$ cat src/rtl/gmm_fg_joiner.sv
// Joins the live RGB888 Avalon-ST video stream with the per-pixel GMM model stream
// into {is_fg, mem_pixel, new_pixel} words for the foreground visor stage.
module gmm_fg_joiner #(
  parameter int WIDTH  = 1920,
  parameter int HEIGHT = 1080,
  parameter int CNT_W  = 22
) (
  input  logic        clk,
  input  logic        rst_n,
  input  logic        vid_valid,
  input  logic        vid_sop,
  input  logic        vid_eop,
  input  logic [23:0] vid_data,
  output logic        vid_ready,
  input  logic        mdl_valid,
  input  logic [24:0] mdl_data,
  output logic        mdl_ready,
  input  logic        src_ready,
  output logic        src_valid,
  output logic        src_sop,
  output logic        src_eop,
  output logic [48:0] src_data,
  input  logic        err_clr,
  output logic        err_short,
  output logic        err_long,
  output logic [15:0] frame_cnt
);

  typedef enum logic [1:0] {IDLE = 2'd0, CTRL = 2'd1, VIDEO = 2'd2} state_t;

  localparam logic [CNT_W-1:0] PIX_TOTAL = CNT_W'(WIDTH * HEIGHT);

  state_t            state_q, state_d;
  logic [CNT_W-1:0]  pix_cnt_q, pix_cnt_d, pix_cnt_inc;
  logic              src_valid_q, src_valid_d;
  logic              src_sop_q, src_sop_d;
  logic              src_eop_q, src_eop_d;
  logic [48:0]       src_data_q, src_data_d;
  logic              err_short_q, err_short_d;
  logic              err_long_q, err_long_d;
  logic [15:0]       frame_cnt_q, frame_cnt_d;
  logic              adv, vid_xfer;
  logic              accept, joined, take_sop, set_short, set_long;
  logic [1:0]        frame_inc;

  assign adv         = src_ready | ~src_valid_q;
  assign pix_cnt_inc = (&pix_cnt_q) ? pix_cnt_q : pix_cnt_q + CNT_W'(1);

  // Pixels only move when both streams can transfer together; sop words never pull model data.
  always_comb begin
    vid_ready = adv;
    mdl_ready = 1'b0;
    if (state_q == VIDEO && !vid_sop) begin
      vid_ready = adv & mdl_valid;
      mdl_ready = adv & vid_valid;
    end
  end

  assign vid_xfer = vid_valid & vid_ready;

  always_comb begin
    state_d     = state_q;
    pix_cnt_d   = pix_cnt_q;
    accept      = 1'b0;
    joined      = 1'b0;
    take_sop    = 1'b0;
    set_short   = 1'b0;
    set_long    = 1'b0;
    frame_inc   = 2'd0;
    src_valid_d = src_valid_q;
    src_sop_d   = src_sop_q;
    src_eop_d   = src_eop_q;
    src_data_d  = src_data_q;

    case (state_q)
      IDLE: begin
        if (vid_xfer && vid_sop) begin
          accept   = 1'b1;
          take_sop = 1'b1;
        end
      end
      CTRL: begin
        if (vid_xfer) begin
          accept = 1'b1;
          if (vid_eop) state_d = IDLE;
        end
      end
      VIDEO: begin
        if (vid_xfer) begin
          accept = 1'b1;
          if (vid_sop) begin
            // A new packet cut the frame short: close it out, then decode the new header.
            take_sop  = 1'b1;
            set_short = 1'b1;
            frame_inc = 2'd1;
          end else begin
            joined    = 1'b1;
            pix_cnt_d = pix_cnt_inc;
            if (vid_eop) begin
              set_short = (pix_cnt_inc < PIX_TOTAL);
              set_long  = (pix_cnt_inc > PIX_TOTAL);
              frame_inc = 2'd1;
              state_d   = IDLE;
            end
          end
        end
      end
      default: state_d = IDLE;
    endcase

    if (take_sop) begin
      if (vid_data[3:0] == 4'h0) begin
        pix_cnt_d = '0;
        if (vid_eop) begin
          state_d   = IDLE;
          set_short = 1'b1;
          frame_inc = frame_inc + 2'd1;
        end else begin
          state_d = VIDEO;
        end
      end else begin
        state_d = vid_eop ? IDLE : CTRL;
      end
    end

    if (accept) begin
      src_valid_d = 1'b1;
      src_sop_d   = vid_sop;
      src_eop_d   = vid_eop;
      src_data_d  = joined ? {mdl_data, vid_data} : {25'h0, vid_data};
    end else if (src_ready) begin
      src_valid_d = 1'b0;
    end
  end

  assign err_short_d = (err_short_q & ~err_clr) | set_short;
  assign err_long_d  = (err_long_q & ~err_clr) | set_long;
  assign frame_cnt_d = frame_cnt_q + {14'h0, frame_inc};

  always_ff @(posedge clk or negedge rst_n) begin
    if (!rst_n) begin
      state_q     <= IDLE;
      pix_cnt_q   <= '0;
      src_valid_q <= 1'b0;
      src_sop_q   <= 1'b0;
      src_eop_q   <= 1'b0;
      src_data_q  <= '0;
      err_short_q <= 1'b0;
      err_long_q  <= 1'b0;
      frame_cnt_q <= '0;
    end else begin
      state_q     <= state_d;
      pix_cnt_q   <= pix_cnt_d;
      src_valid_q <= src_valid_d;
      src_sop_q   <= src_sop_d;
      src_eop_q   <= src_eop_d;
      src_data_q  <= src_data_d;
      err_short_q <= err_short_d;
      err_long_q  <= err_long_d;
      frame_cnt_q <= frame_cnt_d;
    end
  end

  assign src_valid = src_valid_q;
  assign src_sop   = src_sop_q;
  assign src_eop   = src_eop_q;
  assign src_data  = src_data_q;
  assign err_short = err_short_q;
  assign err_long  = err_long_q;
  assign frame_cnt = frame_cnt_q;

endmodule

$ cat config.mk
export PLATFORM = sky130hd
export DESIGN_NAME = gmm_fg_joiner
export DESIGN_NICKNAME = d
export VERILOG_FILES = /design/src/rtl/gmm_fg_joiner.sv
export SDC_FILE = /design/constraint.sdc
export NUM_CORES = 1
export LEC_CHECK = 0
export BUFFER_PORTS_ARGS = -buffer_cell sky130_fd_sc_hd__buf_2
export CORE_AREA = 2 2 122 124
export CTS_CLUSTER_SIZE = 40
export DETAILED_ROUTE_END_ITERATION = 10
export DIE_AREA = 0 0 124 126
export GPL_TIMING_DRIVEN = 0
export SLEW_MARGIN = 20
export SYNTH_ARGS = -nofsm -noshare
export SYNTH_HDL_FRONTEND = slang
export SYNTH_SLANG_ARGS = --single-unit
$ cat constraint.sdc
create_clock -name clk -period 4.1 [get_ports clk]
set_clock_uncertainty 0.1 [all_clocks]
set_input_delay 0.82 -clock clk [delete_from_list [all_inputs] [get_ports clk]]
set_output_delay 0.82 -clock clk [all_outputs]
set_load 0.1 [all_outputs]
==> metrics.log, run 1 <==
[metrics] status: finished, final reports clean
[metrics] per-cell via count in the routed design: 4.88
[metrics] global-route wire length before repair: 18,000 µm
[metrics] clock tree sinks: 94
[metrics] fmax: 278 MHz
[metrics] arrival time worst endpoint: 3.77 ns
[metrics] maximum level of the CTS H-tree: 3
[metrics] Boundary Pins: 129
[metrics] number of instances in the synthesized netlist: 465
[metrics] commonest non-fill, non-tap cells in the layout: sky130_fd_sc_hd__buf_2 (131), sky130_fd_sc_hd__dfrtp_1 (94), sky130_fd_sc_hd__nand2_1 (77)
[metrics] iteration count of the initial detailed-routing pass: 7
[metrics] vias in the first global route: 3,745
[metrics] worst ir drop on vdd: 356 µV
[metrics] Core Footprint: 0.0143 mm²
[metrics] insertion delay of the later-clocked pin in the worst-skew pair: 0.34 ns
[metrics] Internal Dissipation: 0.00205 W
[metrics] detailed-placement wirelength estimate: 8480 µm
[metrics] peak fanout along the critical path: 6
[metrics] Static Leakage: 2.75 nW
[metrics] number of synthesized flops with an enable pin: 0
[metrics] die footprint: 0.0156 mm²
[metrics] Hold Crit Class: in2async
[metrics] Worst slew margin: 47.2%
[metrics] count of antenna-violating nets left after detailed routing: 0
[metrics] reported max-cap violation count: 0
[metrics] Comb power frac: 45.1%
[metrics] Final Util: 41.0%
[metrics] number of antenna violations at the first check in global routing: 0
[metrics] CTS tree: done
[metrics] number of gates given a new drive strength after cts: 0
[metrics] input/output buffers: 128
[metrics] height of the chip: 126 µm
[metrics] list of cells traversed by the critical path: inv_1 > ha_1 > nand2b_1 > o211ai_1 > nor2_1 > ha_1 > mux2_2 > ha_1 > inv_1 > fa_1 > nand2b_1 > nor2_1 > nand4_1 > nor2_1 > xor2_1
[metrics] endpoint kind of the worst setup timing path: flop
[metrics] count of cell types in the netlist: 51
[metrics] share of the cycle needed by the critical path after routing: 87.9%
[metrics] cts bufs inserted: 9
[metrics] cell at the slowest stage of the critical path: sky130_fd_sc_hd__dfrtp_1
[metrics] most common cell after layout, fill and taps aside: sky130_fd_sc_hd__buf_2
[metrics] placed cell area: 0.00551 mm²
[metrics] clock transition time at the flip-flop clock pins of the worst setup and hold paths: 0.06 ns
[metrics] cell area after synthesis: 0.00460 mm²
[metrics] post-synth top area share: 51.1%
[metrics] overall overflow remaining after global route: 0
[metrics] minimum clock period after layout: 3.60 ns
[metrics] proportion of power drawn by the clock network: 24.7%
[metrics] top cells by area, synth: sky130_fd_sc_hd__dfrtp_1 (51%), sky130_fd_sc_hd__mux2_2 (6.6%), sky130_fd_sc_hd__nand2_1 (6.3%), sky130_fd_sc_hd__xnor2_1 (3.8%), sky130_fd_sc_hd__o21ai_0 (3.7%)
[metrics] pwr/cell area: 677 mW/mm²
[metrics] slew at the pin closest to its max-slew limit: 0.785 ns
[metrics] ANT cells: 0
[metrics] yosys synthesis warning count: 0
[metrics] Area Overhead vs Synth: 27.3%
[metrics] Root Buffer Master: sky130_fd_sc_hd__clkbuf_16
[metrics] Total Negative Setup Slacks: 0 ns
[metrics] final design area excluding fillers: 0.00586 mm²
[metrics] count of final hold-check violations: 0
[metrics] overall routing resource usage: 14.5%
[metrics] CP Launch Type: flop
[metrics] worst setup timing slack at the placement stage: 0.102 ns
[metrics] number of buffers added to fix hold violations after cts: 0
[metrics] proportion of layout cells with a drive suffix above 1: 30.5%
[metrics] final count of pins violating max slew: 0
[metrics] RD Place Congestion: 0.894
[metrics] critical path start-end classification: reg2reg
[metrics] dominant register cell in the synthesized netlist: sky130_fd_sc_hd__dfrtp_1
[metrics] Routed wire per std cell: 14.1 µm
[metrics] portion of the post-synthesis area used by sequential elements: 51.1%
[metrics] flop and latch count out of synthesis: 94
[metrics] delay contributed by the slowest stage of the critical path: 0.42 ns
[metrics] Top delay family on crit path: adder cells
[metrics] clock tree buffer depth: 2
[metrics] post-detailed-route DRC marker count: 0
[metrics] Routed WL: 11,200 µm
[metrics] total vias in the final route: 3,875
[metrics] initial detailed-routing violation count: 218
[metrics] biggest area consumer among synthesized cells: sky130_fd_sc_hd__dfrtp_1
[metrics] required arrival time at the worst endpoint: 4.27 ns
[metrics] Post-Syn Area per Cell: 9.90 µm²
[metrics] CP Buf/Inv Count: 2
[metrics] # rows: 44
[metrics] proportion of synthesized flip-flops having asynchronous set or reset: 100%
[metrics] switching power share of the total: 48.5%
[metrics] number of nets produced by synthesis: 531
[metrics] worst-case setup margin in the final layout: 0.497 ns
[metrics] count of nets after finishing: 671
[metrics] post-CTS setup buffer count: 0
[metrics] largest net degree at the start of global routing: 69
[metrics] Flop pwr share: 30.2%
[metrics] switching power of the nets: 0.00192 W
[metrics] effective utilization at floorplan: 32.2%
[metrics] overall power of the completed layout: 0.00397 W
[metrics] Die Span X: 124 µm
[metrics] Setup violations, final: 0
[metrics] unrepaired setup endpoints after global routing: false
-- kinds of logic after synthesis --
kind of cell,after synthesis,share of synthesized area [%]
mux,29,7.04
compound gates,75,10.1
simple gates,187,19.5
fa+ha+maj,9,2.61
flops,94,51.1
buf+inv,39,3.64
xor+xnor,32,6.09
-- worst paths after layout --
check	from	endpoint	slack, ns	depth (start not counted)
min in group clk	frame_cnt[15]$_DFF_PN0_	frame_cnt[15]$_DFF_PN0_	0.37	1
max in group asynchronous	rst_n	frame_cnt[9]$_DFF_PN0_	3.05	2
worst max-delay path	state_q[0]$_DFFE_PN0P_	frame_cnt[12]$_DFF_PN0_	0.50	15
worst min register to register	frame_cnt[15]$_DFF_PN0_	frame_cnt[15]$_DFF_PN0_	0.37	1
worst min-delay path	rst_n	src_data[16]$_DFFE_PN0P_	0.23	1
worst max register to register	state_q[0]$_DFFE_PN0P_	frame_cnt[12]$_DFF_PN0_	0.50	15
-- synth_stat cells (2+ instances only) --
library cell and n:
sky130_fd_sc_hd__xnor2_1 20, sky130_fd_sc_hd__nor2b_1 4, sky130_fd_sc_hd__dfrtp_1 94, sky130_fd_sc_hd__nor4_1 6
sky130_fd_sc_hd__inv_1 13, sky130_fd_sc_hd__buf_1 2, sky130_fd_sc_hd__a31oi_1 4, sky130_fd_sc_hd__mux2i_1 2
sky130_fd_sc_hd__buf_6 2, sky130_fd_sc_hd__a211o_1 2, sky130_fd_sc_hd__nand4_1 17, sky130_fd_sc_hd__nand2_1 77
sky130_fd_sc_hd__nor3_1 8, sky130_fd_sc_hd__a21oi_1 13, sky130_fd_sc_hd__a211oi_1 2, sky130_fd_sc_hd__and2_1 3
sky130_fd_sc_hd__buf_2 4, sky130_fd_sc_hd__and3_1 3, sky130_fd_sc_hd__or3_1 6, sky130_fd_sc_hd__clkbuf_1 17
sky130_fd_sc_hd__nand3_1 13, sky130_fd_sc_hd__mux2_2 27, sky130_fd_sc_hd__and3_2 3, sky130_fd_sc_hd__o21a_1 2
sky130_fd_sc_hd__xor2_1 12, sky130_fd_sc_hd__nor2_1 35, sky130_fd_sc_hd__o21ai_0 34, sky130_fd_sc_hd__o211ai_1 5
sky130_fd_sc_hd__and4_1 4, sky130_fd_sc_hd__nand2b_1 3, sky130_fd_sc_hd__ha_1 8
-- power groups by stage --
| stage | clock (W) | combinational [W] | sequential [W] |
|---|---|---|---|
| final | 0.000980 | 0.00179 | 0.00120 |
| after global routing | 0.00105 | 0.00186 | 0.00122 |
| after CTS | 0.00101 | 0.00180 | 0.00120 |
| after detailed placement | 0 | 0.00180 | 0.00122 |
| after global placement | 0 | 0.00177 | 0.00121 |
| after floorplan | 0 | 0.000354 | 0.00233 |
-- per-layer routing --
| metal | GRT usage (%) | vias to the layer above | routed length, µm |
|---|---|---|---|
| met4 | 5.68 | 0 | 160 |
| met3 | 3.76 | 19 | 712 |
| met2 | 22.3 | 128 | 5170 |
| met1 | 19.3 | 1830 | 5150 |
| met5 | 0 | - | 0 |
| li1 | - | 1898 | - |
-- worst reg2reg max path, stage by stage (launching register included) --
cell                       delay, ns
sky130_fd_sc_hd__dfrtp_1        0.42
sky130_fd_sc_hd__inv_1          0.13
sky130_fd_sc_hd__ha_1           0.26
sky130_fd_sc_hd__nand2b_1       0.15
sky130_fd_sc_hd__o211ai_1       0.36
sky130_fd_sc_hd__nor2_1         0.17
sky130_fd_sc_hd__ha_1           0.30
sky130_fd_sc_hd__mux2_2         0.13
sky130_fd_sc_hd__ha_1           0.17
sky130_fd_sc_hd__inv_1          0.06
sky130_fd_sc_hd__fa_1           0.40
sky130_fd_sc_hd__nand2b_1       0.19
sky130_fd_sc_hd__nor2_1         0.17
sky130_fd_sc_hd__nand4_1        0.19
sky130_fd_sc_hd__nor2_1         0.16
sky130_fd_sc_hd__xor2_1         0.15
-- state kept, by name, indices dropped and copies added, names as in the netlist --
register and count:
state_q 2, err_short 1, frame_cnt 16, src_valid 1, pix_cnt_q 22, src_sop 1
err_long 1, src_data 49, src_eop 1
-- through the flow --
| step | cells | hold WS [ns] |
|---|---|---|
| 2_1_floorplan | 465 | 0.424 |
| 3_3_place_gp | 777 | 0.356 |
| 3_5_place_dp | 778 | 0.363 |
| 4_1_cts | 794 | 0.231 |
| 5_1_grt | 794 | 0.239 |
| 6_report | 794 | 0.233 |
-- layout make-up --
| type | instances | area, µm² |
|---|---|---|
| plain buffers | 26 | 119 |
| clock buffers | 10 | 239 |
| clock inverters | 6 | 115 |
| fillers | 1406 | 8450 |
| inverters | 13 | 48.8 |
| multi-input cells | 332 | 2080 |
| flip-flops and latches | 94 | 2350 |
| well taps | 184 | 230 |
| repair buffers | 129 | 674 |
(Power assumes the default switching activity.)
==> run 2, diff against run 1 <==
Settings changed: CORE_AREA 2 2 122 124 to 2 2 139 141, DIE_AREA 0 0 124 126 to 0 0 141 143.
==> metrics.log, run 2 (synthesis gave the netlist of run 1 again) <==
[metrics] status: finished, final reports clean
[metrics] detailed-placement wirelength estimate: 8630 µm (+1.8%)
[metrics] Routed wire per std cell: 14.1 µm (about the same)
[metrics] switching power share of the total: 50.8% (+2.4 points)
[metrics] Seq. cell area: 0.00235 mm² (unchanged)
[metrics] Area Overhead vs Synth: 27.2%
[metrics] Static Leakage: 2.71 nW (-1.4%)
[metrics] Register-to-Register Setup Slack: 0.52 ns (+0.02 ns)
[metrics] required arrival time at the worst endpoint: 4.27 ns (about the same)
[metrics] Die Span X: 141 µm (+14%)
[metrics] largest net degree at the start of global routing: 49 (-29%)
[metrics] Boundary Pins: 129 (unchanged)
[metrics] RD Place Congestion: 0.825 (-7.8%)
[metrics] CTS tree: done
[metrics] capture point of the critical path: frame_cnt[12]$_DFF_PN0_
[metrics] clock tree buffer depth: 2 (unchanged)
[metrics] launch point of the critical path: state_q[0]$_DFFE_PN0P_
[metrics] share of the cycle needed by the critical path after routing: 87.3% (-0.55 points)
[metrics] height of the chip: 143 µm (+13%)
[metrics] cell total after placement: 828 (+6.4%)
[metrics] final design area excluding fillers: 0.00586 mm² (-0.13%)
[metrics] number of buffers added to fix hold violations after cts: 0 (unchanged)
[metrics] initial detailed-routing violation count: 206 (-5.5%)
[metrics] Internal Dissipation: 0.00187 W (-8.5%)
[metrics] placed cell area: 0.00557 mm² (+1.1%)
[metrics] total vias in the final route: 3,867 (-0.21%)
[metrics] # rows: 50 (+14%)
[metrics] switching power of the nets: 0.00193 W (+0.55%)
[metrics] insertion delay of the later-clocked pin in the worst-skew pair: 0.34 ns (about the same)
[metrics] input/output buffers: 128 (unchanged)
[metrics] slew at the pin closest to its max-slew limit: 0.818 ns (+0.0325 ns)
[metrics] effective utilization at floorplan: 24.8% (-7.4 points)
[metrics] maximum level of the CTS H-tree: 3 (unchanged)
[metrics] Root Buffer Master: sky130_fd_sc_hd__clkbuf_16
[metrics] fmax: 279 MHz (+0.63%)
[metrics] Worst slew margin: 45.0% (-2.2 points)
[metrics] critical path start-end classification: reg2reg
[metrics] Core Footprint: 0.0186 mm² (+30%)
[metrics] final cell count without fillers: 843 (+6.2%)
[metrics] worst ir drop on vdd: 273 µV (-23%)
[metrics] critical register-to-register path startpoint: state_q[0]$_DFFE_PN0P_
[metrics] worst-case reg-to-reg path depth: 15 (unchanged)
[metrics] Total Negative Setup Slacks: 0 ns (unchanged)
[metrics] proportion of layout cells with a drive suffix above 1: 30.4% (-0.11 points)
[metrics] global-route wire length before repair: 19,000 µm (+5.9%)
[metrics] number of fill cells: 1,942 (+38%)
[metrics] number of flip-flops in the largest register: 49 (unchanged)
[metrics] minimum clock period after layout: 3.58 ns (-0.0224 ns)
[metrics] clock tree sinks: 94 (unchanged)
[metrics] iteration count of the initial detailed-routing pass: 4 (-3)
[metrics] Comb power frac: 47.2% (+2.1 points)
[metrics] ANT cells: 0 (unchanged)
[metrics] Flop pwr share: 31.4% (+1.2 points)
[metrics] overall overflow remaining after global route: 0 (unchanged)
[metrics] final hold slack: 0.306 ns (+0.0726 ns)
[metrics] commonest non-fill, non-tap cells in the layout: sky130_fd_sc_hd__buf_2 (131), sky130_fd_sc_hd__dfrtp_1 (94), sky130_fd_sc_hd__nand2_1 (77)
[metrics] per-cell via count in the routed design: 4.59 (-6.0%)
[metrics] unrepaired setup endpoints after global routing: false
[metrics] number of antenna violations at the first check in global routing: 0 (unchanged)
[metrics] post-detailed-route DRC marker count: 0 (unchanged)
[metrics] proportion of power drawn by the clock network: 21.4% (-3.3 points)
[metrics] overall routing resource usage: 11.9% (-2.6 points)
[metrics] critical register-to-register path endpoint: frame_cnt[12]$_DFF_PN0_
[metrics] final count of pins violating max slew: 0 (unchanged)
[metrics] peak fanout along the critical path: 6 (unchanged)
[metrics] vias in the first global route: 3,678 (-1.8%)
[metrics] Setup violations, final: 0 (unchanged)
[metrics] clock transition time at the flip-flop clock pins of the worst setup and hold paths: 0.07 ns (about the same)
[metrics] Routed WL: 11,900 µm (+6.1%)
[metrics] pwr/cell area: 650 mW/mm² (-4.0%)
[metrics] multi-input gate area in the final layout: 0.00208 mm² (unchanged)
[metrics] number of gates given a new drive strength after cts: 0 (unchanged)
[metrics] count of antenna-violating nets left after detailed routing: 0 (unchanged)
[metrics] most common cell after layout, fill and taps aside: sky130_fd_sc_hd__buf_2
[metrics] count of final hold-check violations: 0 (unchanged)
[metrics] count of nets after finishing: 671 (unchanged)
[metrics] die footprint: 0.0202 mm² (+29%)
[metrics] arrival time worst endpoint: 3.75 ns (-0.02 ns)
[metrics] endpoint kind of the worst setup timing path: flop
[metrics] post-CTS setup buffer count: 0 (unchanged)
[metrics] reported max-cap violation count: 0 (unchanged)
[metrics] cts bufs inserted: 9 (unchanged)
[metrics] CP Launch Type: flop
[metrics] Hold Crit Class: in2async
==> run 2: cell types whose count changed in the layout (fill, tap and decap cells not counted) <==
cell                         previous run  this run
sky130_fd_sc_hd__clkinvlp_4             1         3
sky130_fd_sc_hd__clkbuf_8               1         2
sky130_fd_sc_hd__bufinv_16              3         0
sky130_fd_sc_hd__inv_6                  2         1
==> run 2: worst min-delay path by stage <==
stage,to,cells past startpoint,slack (ns)
2_1_floorplan,err_long$_DFF_PN0_,0,0.42
3_3_place_gp,frame_cnt[15]$_DFF_PN0_,1,0.36
3_5_place_dp,frame_cnt[15]$_DFF_PN0_,1,0.36
4_1_cts,pix_cnt_q[2]$_DFF_PN0_,1,0.32
5_1_grt,pix_cnt_q[2]$_DFF_PN0_,1,0.33
6_report,pix_cnt_q[2]$_DFF_PN0_,1,0.31
==> run 2: per-layer routing <==
layer / track usage [%] / up-vias / wire length (µm) / part of all wire [%]
li1: - / 1903 / - / -
met1: 15.8 / 1848 / 5600 / 47
met2: 19.0 / 103 / 5520 / 47
met3: 2.72 / 13 / 549 / 4.6
met4: 4.21 / 0 / 199 / 1.7
met5: 0 / - / 0 / 0
==> run 2: worst max-delay path: stages (launching register included) <==
cell and delay, ns:
sky130_fd_sc_hd__dfrtp_1 0.40, sky130_fd_sc_hd__inv_1 0.11, sky130_fd_sc_hd__ha_1 0.27, sky130_fd_sc_hd__nand2b_1 0.14, sky130_fd_sc_hd__o211ai_1 0.32, sky130_fd_sc_hd__nor2_1 0.16
sky130_fd_sc_hd__ha_1 0.29, sky130_fd_sc_hd__mux2_2 0.18, sky130_fd_sc_hd__ha_1 0.17, sky130_fd_sc_hd__inv_1 0.06, sky130_fd_sc_hd__fa_1 0.42, sky130_fd_sc_hd__nand2b_1 0.19
sky130_fd_sc_hd__nor2_1 0.16, sky130_fd_sc_hd__nand4_1 0.22, sky130_fd_sc_hd__nor2_1 0.17, sky130_fd_sc_hd__xor2_1 0.15
==> run 2: layout make-up <==
| type | instances | share of cell area [%] |
|---|---|---|
| clock inverters | 4 | 0.534 |
| clock buffers | 11 | 4.32 |
| inverters | 13 | 0.833 |
| multi-input cells | 332 | 35.6 |
| plain buffers | 26 | 2.03 |
| flip-flops and latches | 94 | 40.2 |
| repair buffers | 129 | 11.5 |
| well taps | 234 | 5.00 |
==> run 2: metrics by stage <==
stage	power [W]	setup slack (ns)	utilization, %
floorplan	0.00269	0.655	-
global placement	0.00300	0.0915	29.8
detailed placement	0.00302	0.0734	30.0
CTS	0.00385	0.428	31.5
finish	0.00381	0.520	31.5
global route	0.00398	0.156	31.5
==> run 2: power groups by stage <==
stage,Clock [W],Combinational (W),Sequential [W]
after global routing,0.000886,0.00187,0.00122
after CTS,0.000850,0.00181,0.00120
final,0.000816,0.00179,0.00120
after global placement,0,0.00180,0.00120
after detailed placement,0,0.00181,0.00121
after floorplan,0,0.000354,0.00233
==> run 3, diff against run 2 <==
Settings changed: ABC_AREA from default to 1, CORE_AREA 2 2 139 141 to 2 2 143 145, CTS_CLUSTER_SIZE 40 to default, DIE_AREA 0 0 141 143 to 0 0 145 147.
Clock period 4.1 ns to 4.6 ns, I/O delays scaled along.
==> metrics.log, run 3 <==
[metrics] reported max-cap violation count: 0 (unchanged)
[metrics] effective utilization at floorplan: 24.5% (-0.30 points)
[metrics] yosys synthesis warning count: 0 (unchanged)
[metrics] minimum clock period after layout: 4.14 ns (+0.559 ns)
[metrics] overall overflow remaining after global route: 0 (unchanged)
[metrics] global-route wire length before repair: 21,000 µm (+11%)
[metrics] biggest area consumer among synthesized cells: sky130_fd_sc_hd__dfrtp_1
[metrics] insertion delay of the later-clocked pin in the worst-skew pair: 0.35 ns (about the same)
[metrics] number of buffers added to fix hold violations after cts: 0 (unchanged)
[metrics] Routed WL: 12,600 µm (+6.5%)
[metrics] arrival time worst endpoint: 4.28 ns (+0.53 ns)
[metrics] CTS tree: done
[metrics] # rows: 52 (+4.0%)
[metrics] commonest non-fill, non-tap cells in the layout: sky130_fd_sc_hd__nand2_1 (223), sky130_fd_sc_hd__buf_2 (132), sky130_fd_sc_hd__dfrtp_1 (94)
[metrics] top routing layer used: met4
[metrics] proportion of synthesized flip-flops having asynchronous set or reset: 100% (unchanged)
[metrics] Final Util: 31.1% (-0.41 points)
[metrics] Setup violations, final: 0 (unchanged)
[metrics] number of antenna violations at the first check in global routing: 0 (unchanged)
[metrics] cts bufs inserted: 9 (unchanged)
[metrics] Static Leakage: 3.20 nW (+18%)
[metrics] fmax: 242 MHz (-14%)
[metrics] cell area after synthesis: 0.00486 mm² (+5.5%)
[metrics] number of nets produced by synthesis: 688 (+30%)
[metrics] post-detailed-route DRC marker count: 0 (unchanged)
[metrics] CP Launch Type: flop
[metrics] per-cell via count in the routed design: 4.21 (-8.3%)
[metrics] pwr/cell area: 615 mW/mm² (-5.3%)
[metrics] proportion of layout cells with a drive suffix above 1: 23.3% (-7.1 points)
[metrics] share of the cycle needed by the critical path after routing: 90.0% (+2.7 points)
[metrics] post-synth top area share: 48.4% (-2.7 points)
[metrics] Post-Syn Area per Cell: 7.81 µm² (-21%)
[metrics] count of final hold-check violations: 0 (unchanged)
[metrics] die footprint: 0.0213 mm² (+5.7%)
[metrics] worst ir drop on vdd: 584 µV (+110%)
[metrics] met1 WL: 5940 µm (+6.2%)
[metrics] list of most frequent post-synthesis cells: sky130_fd_sc_hd__nand2_1 (223), sky130_fd_sc_hd__dfrtp_1 (94), sky130_fd_sc_hd__inv_1 (63)
[metrics] endpoint kind of the worst setup timing path: flop
[metrics] peak fanout along the critical path: 10 (+4)
[metrics] dominant register cell in the synthesized netlist: sky130_fd_sc_hd__dfrtp_1
[metrics] met2 wire length: 5740 µm (+3.9%)
[metrics] count of antenna-violating nets left after detailed routing: 0 (unchanged)
[metrics] portion of the post-synthesis area used by sequential elements: 48.4% (-2.7 points)
[metrics] vias in the first global route: 4,228 (+15%)
[metrics] most frequently used cell type in the post-synthesis netlist: sky130_fd_sc_hd__nand2_1
[metrics] delay contributed by the slowest stage of the critical path: 0.41 ns (about the same)
[metrics] clock tree buffer depth: 2 (unchanged)
[metrics] Worst slew margin: 62.7% (+18 points)
[metrics] most common cell after layout, fill and taps aside: sky130_fd_sc_hd__nand2_1
[metrics] detailed-placement wirelength estimate: 9500 µm (+10%)
[metrics] worst setup timing slack at the placement stage: -0.0800 ns (-0.153 ns)
[metrics] Boundary Pins: 129 (unchanged)
[metrics] Total Negative Setup Slacks: 0 ns (unchanged)
[metrics] cell at the slowest stage of the critical path: sky130_fd_sc_hd__dfrtp_1
[metrics] ANT cells: 0 (unchanged)
[metrics] total vias in the final route: 4,372 (+13%)
[metrics] number of fill cells: 2,136 (+10%)
[metrics] Area Overhead vs Synth: 27.0%
[metrics] required arrival time at the worst endpoint: 4.74 ns (+0.47 ns)
[metrics] number of instances in the synthesized netlist: 622 (+34%)
[metrics] count of nets after finishing: 830 (+24%)
[metrics] worst-case setup margin in the final layout: 0.461 ns (-0.0589 ns)
[metrics] flop and latch count out of synthesis: 94 (unchanged)
[metrics] largest net degree at the start of global routing: 53 (+8.2%)
[metrics] number of synthesized flops with an enable pin: 0 (unchanged)
[metrics] count of cell types in the netlist: 36 (-29%)
[metrics] met3 WL post-DR: 820 µm (+49%)
[metrics] Hold Crit Class: reg2reg
[metrics] Top delay family on crit path: simple AND/OR/NAND/NOR gates
[metrics] critical path start-end classification: reg2reg
[metrics] status: finished, final reports clean
[metrics] slew at the pin closest to its max-slew limit: 0.559 ns (-0.259 ns)
[metrics] initial detailed-routing violation count: 151 (-27%)
[metrics] Root Buffer Master: sky130_fd_sc_hd__clkbuf_16
[metrics] Die Span X: 145 µm (+2.8%)
[metrics] clock tree sinks: 94 (unchanged)
[metrics] Routed wire per std cell: 12.2 µm (-14%)
[metrics] maximum level of the CTS H-tree: 3 (unchanged)
[metrics] number of flip-flops in the largest register: 49 (unchanged)
[metrics] input/output buffers: 128 (unchanged)
[metrics] height of the chip: 147 µm (+2.8%)
[metrics] clock transition time at the flip-flop clock pins of the worst setup and hold paths: 0.07 ns (about the same)
[metrics] RD Place Congestion: 0.874 (+5.9%)
[metrics] iteration count of the initial detailed-routing pass: 4 (unchanged)
[metrics] Core Footprint: 0.0198 mm² (+6.8%)
[metrics] overall routing resource usage: 12.2% (+0.30 points)
[metrics] CP Buf/Inv Count: 9 (+7)
[metrics] unrepaired setup endpoints after global routing: false
[metrics] final count of pins violating max slew: 0 (unchanged)
[metrics] top cells by area, synth: sky130_fd_sc_hd__dfrtp_1 (48%), sky130_fd_sc_hd__nand2_1 (17%), sky130_fd_sc_hd__inv_1 (4.9%), sky130_fd_sc_hd__nand3_1 (3.8%), sky130_fd_sc_hd__o21ai_0 (3.8%)
[run 3: layer usage]
layer / vias up / GRT usage (%)
met3: 10 / 4.07
met4: 0 / 3.51
li1: 2255 / -
met1: 2001 / 15.8
met2: 106 / 19.4
met5: - / 0
[run 3: worst paths after layout]
kind                            slack, ns  cells after the start                     start                        to
worst min-delay path                 0.38                      2  src_data[22]$_DFFE_PN0P_  src_data[22]$_DFFE_PN0P_
max in group asynchronous            3.41                      2                     rst_n  src_data[19]$_DFFE_PN0P_
worst min register to register       0.38                      2  src_data[22]$_DFFE_PN0P_  src_data[22]$_DFFE_PN0P_
worst max register to register       0.46                     27    state_q[0]$_DFFE_PN0P_   frame_cnt[12]$_DFF_PN0_
worst max-delay path                 0.46                     27    state_q[0]$_DFFE_PN0P_   frame_cnt[12]$_DFF_PN0_
min in group asynchronous            0.39                      1                     rst_n   pix_cnt_q[12]$_DFF_PN0_
[run 3: where the power goes]
part | internal (W) | switching [W]
sequential | 0.00104 | 0.000178
combinational | 0.000361 | 0.00150
clock | 0.000376 | 0.000351
total | 0.00177 | 0.00203
[run 3: logic make-up after synthesis]
kind of cell,count (synthesis),synth area share (%)
compound gates,74,8.86
xor+xnor,19,3.43
fa+ha+maj,9,2.47
buf+inv,89,7.55
flops,94,48.4
simple gates,337,29.3
[run 3: cell type report]
class / count / area (µm²) / area share (%)
flip-flops and latches: 94 / 2350 / 38.1
inverters: 70 / 263 / 4.26
repair buffers: 131 / 689 / 11.2
plain buffers: 19 / 104 / 1.68
clock inverters: 6 / 52.6 / 0.851
clock buffers: 10 / 229 / 3.71
multi-input cells: 439 / 2140 / 34.7
well taps: 270 / 338 / 5.47
[run 3: worst reg2reg max path, stage by stage, from the launching register on]
cell	delay [ns]
sky130_fd_sc_hd__dfrtp_1	0.41
sky130_fd_sc_hd__inv_1	0.11
sky130_fd_sc_hd__ha_1	0.24
sky130_fd_sc_hd__inv_1	0.11
sky130_fd_sc_hd__nor2_4	0.17
sky130_fd_sc_hd__inv_2	0.08
sky130_fd_sc_hd__o21ai_1	0.14
sky130_fd_sc_hd__inv_2	0.07
sky130_fd_sc_hd__nand2_4	0.10
sky130_fd_sc_hd__inv_2	0.06
sky130_fd_sc_hd__o211ai_2	0.08
sky130_fd_sc_hd__nor2_2	0.11
sky130_fd_sc_hd__inv_2	0.11
sky130_fd_sc_hd__buf_4	0.19
sky130_fd_sc_hd__nand2_1	0.06
sky130_fd_sc_hd__nand2_1	0.08
sky130_fd_sc_hd__ha_1	0.17
sky130_fd_sc_hd__inv_1	0.05
sky130_fd_sc_hd__fa_1	0.41
sky130_fd_sc_hd__nor2_1	0.20
sky130_fd_sc_hd__inv_1	0.06
sky130_fd_sc_hd__nor3_1	0.25
sky130_fd_sc_hd__nand2_1	0.08
sky130_fd_sc_hd__nor2_1	0.16
sky130_fd_sc_hd__nand3_1	0.15
sky130_fd_sc_hd__nor2_1	0.11
sky130_fd_sc_hd__nand2_1	0.07
sky130_fd_sc_hd__xnor2_1	0.12
[run 3: through the flow]
step	cells	instance area [µm²]	hold WS, ns	power (W)
finish	1039	6170	0.380	0.00380
global route	1039	6170	0.403	0.00403
CTS	1037	6150	0.382	0.00384
detailed placement	1021	5870	0.362	0.00309
global placement	1020	5840	0.359	0.00308
floorplan	622	4860	0.447	0.00272
[run 3: timing repair]
| action | CTS | global route |
|---|---|---|
| resized for setup | 0 | 1 |
| hold endpoints to repair | 0 | 0 |
| setup buffers | 0 | 2 |
| endpoints found under the setup margin | 0 | 5 |
